`config.mk`:
```
export PLATFORM = sky130hd
export DESIGN_NAME = instr_fetch_flat
export DESIGN_NICKNAME = d
export VERILOG_FILES = /design/src/rtl/instr_fetch_if.sv /design/src/rtl/instr_fetch.sv /design/src/flat_wrapper.sv
export SDC_FILE = /design/constraint.sdc
export NUM_CORES = 1
export LEC_CHECK = 0
export CAP_MARGIN = 20
export CELL_PAD_IN_SITES_DETAIL_PLACEMENT = 0
export CELL_PAD_IN_SITES_GLOBAL_PLACEMENT = 1
export CORE_ASPECT_RATIO = 0.9
export CORE_MARGIN = 4
export CORE_UTILIZATION = 32
export DETAILED_ROUTE_END_ITERATION = 16
export PLACE_DENSITY_LB_ADDON = 0.1
export SYNTH_ARGS = -nofsm -noshare
export SYNTH_HDL_FRONTEND = slang
export SYNTH_SLANG_ARGS = --single-unit
```
`constraint.sdc`:
```
create_clock -name clk -period 12 [get_ports clk]
set_input_delay 2.4 -clock clk [delete_from_list [all_inputs] [get_ports clk]]
set_output_delay 2.4 -clock clk [all_outputs]
set_load 0.01 [all_outputs]
```
`src/rtl/instr_fetch_if.sv`:
```
// Fetch-stage bus bundle: instruction-memory address/data, redirect request from
// execute, and the IF/ID output slot with its valid/ready handshake plus fault report.
interface instr_fetch_if;
  logic [31:0] imem_addr;
  logic [31:0] imem_data;
  logic        redirect_valid;
  logic [31:0] redirect_pc;
  logic        out_valid;
  logic        out_ready;
  logic [31:0] out_instr;
  logic [31:0] out_pc;
  logic        fault;
  logic [31:0] fault_pc;

  modport master (
    output imem_addr, out_valid, out_instr, out_pc, fault, fault_pc,
    input  imem_data, redirect_valid, redirect_pc, out_ready
  );

  modport slave (
    input  imem_addr, out_valid, out_instr, out_pc, fault, fault_pc,
    output imem_data, redirect_valid, redirect_pc, out_ready
  );
endinterface

```
`src/rtl/instr_fetch.sv`:
```
// Instruction fetch: owns the PC, addresses instr_memory combinationally and registers
// the returned word into a one-deep IF/ID slot; traps misaligned/out-of-range PCs.
module instr_fetch #(
  parameter logic [31:0] RESET_PC   = 32'h0000_0000,
  parameter int unsigned IMEM_BYTES = 1024
) (
  input  logic          clk,
  input  logic          rst,
  instr_fetch_if.master bus
);
  localparam logic [31:0] LAST_PC = 32'(IMEM_BYTES) - 32'd4;

  typedef enum logic {RUN, FAULT} state_t;

  state_t      state, state_nxt;
  logic [31:0] pc_p0, pc_p0_nxt;
  logic        vld_p1, vld_p1_nxt;
  logic [31:0] instr_p1, instr_p1_nxt;
  logic [31:0] pc_p1, pc_p1_nxt;
  logic        fault_p1, fault_p1_nxt;
  logic [31:0] fault_pc_p1, fault_pc_p1_nxt;
  logic        free;
  logic        bad;

  function automatic logic pc_bad(input logic [31:0] p);
    return (p[1:0] != 2'b00) || (p > LAST_PC);
  endfunction

  assign free = !vld_p1 || bus.out_ready;
  assign bad  = pc_bad(pc_p0);

  always_comb begin
    state_nxt       = state;
    pc_p0_nxt       = pc_p0;
    vld_p1_nxt      = vld_p1;
    instr_p1_nxt    = instr_p1;
    pc_p1_nxt       = pc_p1;
    fault_p1_nxt    = fault_p1;
    fault_pc_p1_nxt = fault_pc_p1;
    if (bus.redirect_valid) begin
      // Redirect wins everywhere and discards the pending slot even if decode is taking it.
      pc_p0_nxt    = bus.redirect_pc;
      vld_p1_nxt   = 1'b0;
      fault_p1_nxt = 1'b0;
      state_nxt    = RUN;
    end else begin
      case (state)
        RUN: begin
          if (free) begin
            if (bad) begin
              state_nxt       = FAULT;
              fault_p1_nxt    = 1'b1;
              fault_pc_p1_nxt = pc_p0;
              vld_p1_nxt      = 1'b0;
            end else begin
              instr_p1_nxt = bus.imem_data;
              pc_p1_nxt    = pc_p0;
              vld_p1_nxt   = 1'b1;
              pc_p0_nxt    = pc_p0 + 32'd4;
            end
          end
        end
        FAULT: begin
          if (bus.out_ready) vld_p1_nxt = 1'b0;
        end
        default: state_nxt = RUN;
      endcase
    end
  end

  // p0 -> p1 boundary: PC register feeds the registered IF/ID slot
  always_ff @(posedge clk or posedge rst) begin
    if (rst) begin
      state       <= RUN;
      pc_p0       <= RESET_PC;
      vld_p1      <= 1'b0;
      instr_p1    <= 32'd0;
      pc_p1       <= 32'd0;
      fault_p1    <= 1'b0;
      fault_pc_p1 <= 32'd0;
    end else begin
      state       <= state_nxt;
      pc_p0       <= pc_p0_nxt;
      vld_p1      <= vld_p1_nxt;
      instr_p1    <= instr_p1_nxt;
      pc_p1       <= pc_p1_nxt;
      fault_p1    <= fault_p1_nxt;
      fault_pc_p1 <= fault_pc_p1_nxt;
    end
  end

  assign bus.imem_addr = pc_p0;
  assign bus.out_valid = vld_p1;
  assign bus.out_instr = instr_p1;
  assign bus.out_pc    = pc_p1;
  assign bus.fault     = fault_p1;
  assign bus.fault_pc  = fault_pc_p1;
endmodule

```
`src/flat_wrapper.sv`:
```
// flat-port wrapper written by rule: the top's interface ports become plain ports
module instr_fetch_flat 
#(
  parameter logic [31:0] RESET_PC   = 32'h0000_0000,
  parameter int unsigned IMEM_BYTES = 1024
)
  (clk, rst, bus_imem_addr, bus_out_valid, bus_out_instr, bus_out_pc, bus_fault, bus_fault_pc, bus_imem_data, bus_redirect_valid, bus_redirect_pc, bus_out_ready);
  instr_fetch_if bus_i ();
  input  logic clk;
  input  logic rst;
  output wire logic [$bits(bus_i.imem_addr)-1:0] bus_imem_addr;
  output wire logic [$bits(bus_i.out_valid)-1:0] bus_out_valid;
  output wire logic [$bits(bus_i.out_instr)-1:0] bus_out_instr;
  output wire logic [$bits(bus_i.out_pc)-1:0] bus_out_pc;
  output wire logic [$bits(bus_i.fault)-1:0] bus_fault;
  output wire logic [$bits(bus_i.fault_pc)-1:0] bus_fault_pc;
  input wire logic [$bits(bus_i.imem_data)-1:0] bus_imem_data;
  input wire logic [$bits(bus_i.redirect_valid)-1:0] bus_redirect_valid;
  input wire logic [$bits(bus_i.redirect_pc)-1:0] bus_redirect_pc;
  input wire logic [$bits(bus_i.out_ready)-1:0] bus_out_ready;
  assign bus_imem_addr = bus_i.imem_addr;
  assign bus_out_valid = bus_i.out_valid;
  assign bus_out_instr = bus_i.out_instr;
  assign bus_out_pc = bus_i.out_pc;
  assign bus_fault = bus_i.fault;
  assign bus_fault_pc = bus_i.fault_pc;
  assign bus_i.imem_data = bus_imem_data;
  assign bus_i.redirect_valid = bus_redirect_valid;
  assign bus_i.redirect_pc = bus_redirect_pc;
  assign bus_i.out_ready = bus_out_ready;
  instr_fetch #(.RESET_PC(RESET_PC), .IMEM_BYTES(IMEM_BYTES)) u_core (.clk(clk), .rst(rst), .bus(bus_i));
endmodule
```
==> flow_summary.toml <==
[run_status]
status = "finished clean"

[floorplan]
core_area_mm2 = 0.0155
pin_count = 198
start_util_pct = 32.8
core.rowCount = 43
chipHeight_um = 128
fp.dieW_um = 141
die_area_mm2 = 0.0180

[global_route]
grt_pass1_vias = 3788
overflow = 0
antenna_found_initial = 1
grt_max_degree = 69
grt_pass1_wl_um = 21000
grt_usage_pct = 15.0

[logic_synthesis]
synth.top_cell.area_share_pct = 64.5
synth_top_area_cell = "dfrtp_1"
synthDistinctLibCells = 34
synth_warnings = 0
synth_area_mm2 = 0.00508
syn_avg_cell_area_um2 = 14.7
synthTopCellsByArea = "dfrtp_1, mux2_2, mux2_1, nor2b_1, buf_6"
synth_edf_count = 0
synth.most_common_cell = "dfrtp_1"
synthArstFlopShare_pct = 100
synth_seq_cells = 131
syn_inst = 346
synth_seq_area_share_pct = 64.5
ys_top_cells_by_count = "dfrtp_1, mux2_2, mux2_1, nor2b_1, clkbuf_1"
synth_nets = 415
synth_top_flop_cell = "dfrtp_1"

[worst_setup_path]
rrSetupSlack_ns = 8.55
crit_slowest_cell = "buf_4"
slowest_delay_ns = 0.62
cp-start-kind = "input pin"
timing.rr.start = "u_core.bus.imem_addr[26]"
path_max_fanout = 54
endpoint_kind = "flip-flop"
ff2ff_path_depth = 5
worstPathArrival_ns = 4.92
critPathRequiredTime_ns = 12.28
worstPathCellList = "clkdlybuf4s50_1, nand2b_1, nand4_1, nor3_4, buf_4, mux2_1"
r2r_end = "u_core.bus.out_instr[9]"
setup.worst_path.class = "input pin to flip-flop"

[layout]
area_delta_synth_final_pct = 55.8
diodes = 0
drive_above_1_share_pct = 16.7
multi_input_area_mm2 = 0.00168
nets = 619
fill_cells = 1355
regArea_mm2 = 0.00328
finalCoreUtilization_pct = 51.1

[routing]
wirelength_um = 13400
route.detailed.drc = 0
post_drt_wl_per_cell_um = 17.5
viasPerCell = 4.67
first_pass_iters = 4
vias = 3574
drt_iter0_markers = 124
drtAntennaViolNets = 0

[power]
switching_share_pct = 22.3
seqPwrFrac_pct = 39.9
power_frac_comb_pct = 13.3
p_int_mw = 0.974
pwr-share-clk_pct = 46.8
ir_worst_vdd_mv = 0.102
power-per-cell-area_mw_per_mm2 = 158
switchingPower_mw = 0.280
leakagePower_nw = 3.49
power.total_mw = 1.25

[sta]
fin_crit_ns = 4.64
fin_crit_sh_pct = 38.7
max_freq_ghz = 0.216
finalClockSkew_ns = 0.00770
rsz0062_at_grt = "false"
relSlewSlack_pct = 33.7
setup-tns-final_ns = 0
setup_viol = 0
drv_slew = 0
worst_pin_slew_ns = 0.995
hold_viol_final = 0

[min_path]
holdCritPathClass = "flip-flop to flip-flop"
worstHoldPathCells = 1
whs_endpoint = "u_core.bus.out_instr[30]"
min_from = "u_core.bus.out_instr[30]"

[cts]
clockBufferDepth = 2
htree_num_levels = 4
clock_latency_ns = 0.40
clock-root-buffer = "clkbuf_16"
cts_made_buffers = 17
post_cts.repair.setup_buffers = 0
cts_tree = "built"
holdBufCountCts = 0
cts_num_sinks = 131
path_clk_slew_ns = 0.05
cts-resized-gates = 0

[placement]
io_buffers = 197
dpl.hpwl_um = 9370
gp_congestion = 0.769

[job]
maxCapViolCount = 0
state kept, by name (all words and copies together), names as in the netlist:
signal and count:
u_core.bus.fault 1, u_core.bus.fault_pc 32, u_core.bus.imem_addr 32, u_core.bus.out_instr 32
u_core.bus.out_pc 32, u_core.bus.out_valid 1, u_core.state 1
per-stage QoR:
stage                     cell area (µm²)  hold WS (ns)  cells  worst slack, ns
after floorplan                      5080         0.529    346             6.10
after global placement               7240         0.468    733             7.01
after detailed placement             7240         0.474    733             6.88
after CTS                            7920         0.487    765             7.32
after global routing                 7920         0.500    765             7.19
final                                7920         0.482    765             7.36
critical path, delay by kind of cell:
family | cells | cell delay (ns)
buffers and inverters | 2 | 1.11
muxes | 1 | 0.39
and+or+nand+nor | 3 | 0.98
layout make-up:
cell class / count / area share (%)
clock buffer: 19 / 5.60
tap: 202 / 3.19
multi-input combinational: 191 / 21.2
timing repair buffer: 201 / 25.2
sequential: 131 / 41.4
clock inverter: 13 / 2.91
inverter: 8 / 0.443
cells in the final DEF (no fill, tap or decap), drive strengths merged, types with 2 or more instances in the layout:
cell           instances
clkdlybuf4s50        196
clkbuf                19
o31ai                  3
or3                    3
nor4                   6
and2                   3
o311ai                 3
o21ai                  3
a21oi                  4
inv                    9
clkinvlp               3
or4                    4
nand4                  7
o211ai                 2
nand3                  6
nor2b                 26
dfrtp                131
a31oi                  4
nor2                   4
nor3                   5
mux2                  95
clkinv                 3
nand2                  3
bufinv                 6
buf                    5
worst max-delay path by stage:
stage	start	to	slack, ns
after floorplan	rst	u_core.bus.fault	6.10
after global placement	bus_out_ready	u_core.bus.out_instr[1]	7.01
after detailed placement	bus_out_ready	u_core.bus.out_instr[27]	6.88
after CTS	bus_out_ready	u_core.bus.out_instr[9]	7.32
after global routing	bus_out_ready	u_core.bus.out_instr[9]	7.19
final	bus_out_ready	u_core.bus.out_instr[9]	7.36
kinds of logic (layout without fill, tap and decap cells):
kind of cell | Yosys count | in the layout | share of synthesized area (%)
flops | 131 | 131 | 64.5
mux | 95 | 95 | 21.1
simple gates | 71 | 71 | 8.50
compound gates | 24 | 24 | 3.25
buf+inv | 24 | 241 | 2.44
fa+ha+maj | 1 | 1 | 0.246
per-layer routing:
metal	up-vias	part of all wire, %	global-route usage (%)
met3	13	8.5	6.47
met2	137	46	22.8
met4	2	0.97	5.36
li1	1660	-	-
met1	1762	45	19.1
met5	-	0.060	0
power by group through the flow:
stage | Sequential, mW | Combinational [mW] | Clock, mW
after global routing | 0.505 | 0.179 | 0.624
after global placement | 0.508 | 0.168 | 0
after floorplan | 0.520 | 0.0488 | 0
after detailed placement | 0.509 | 0.170 | 0
after CTS | 0.501 | 0.171 | 0.602
final | 0.500 | 0.167 | 0.587
No activity file was read; power rests on OpenSTA's default activity.
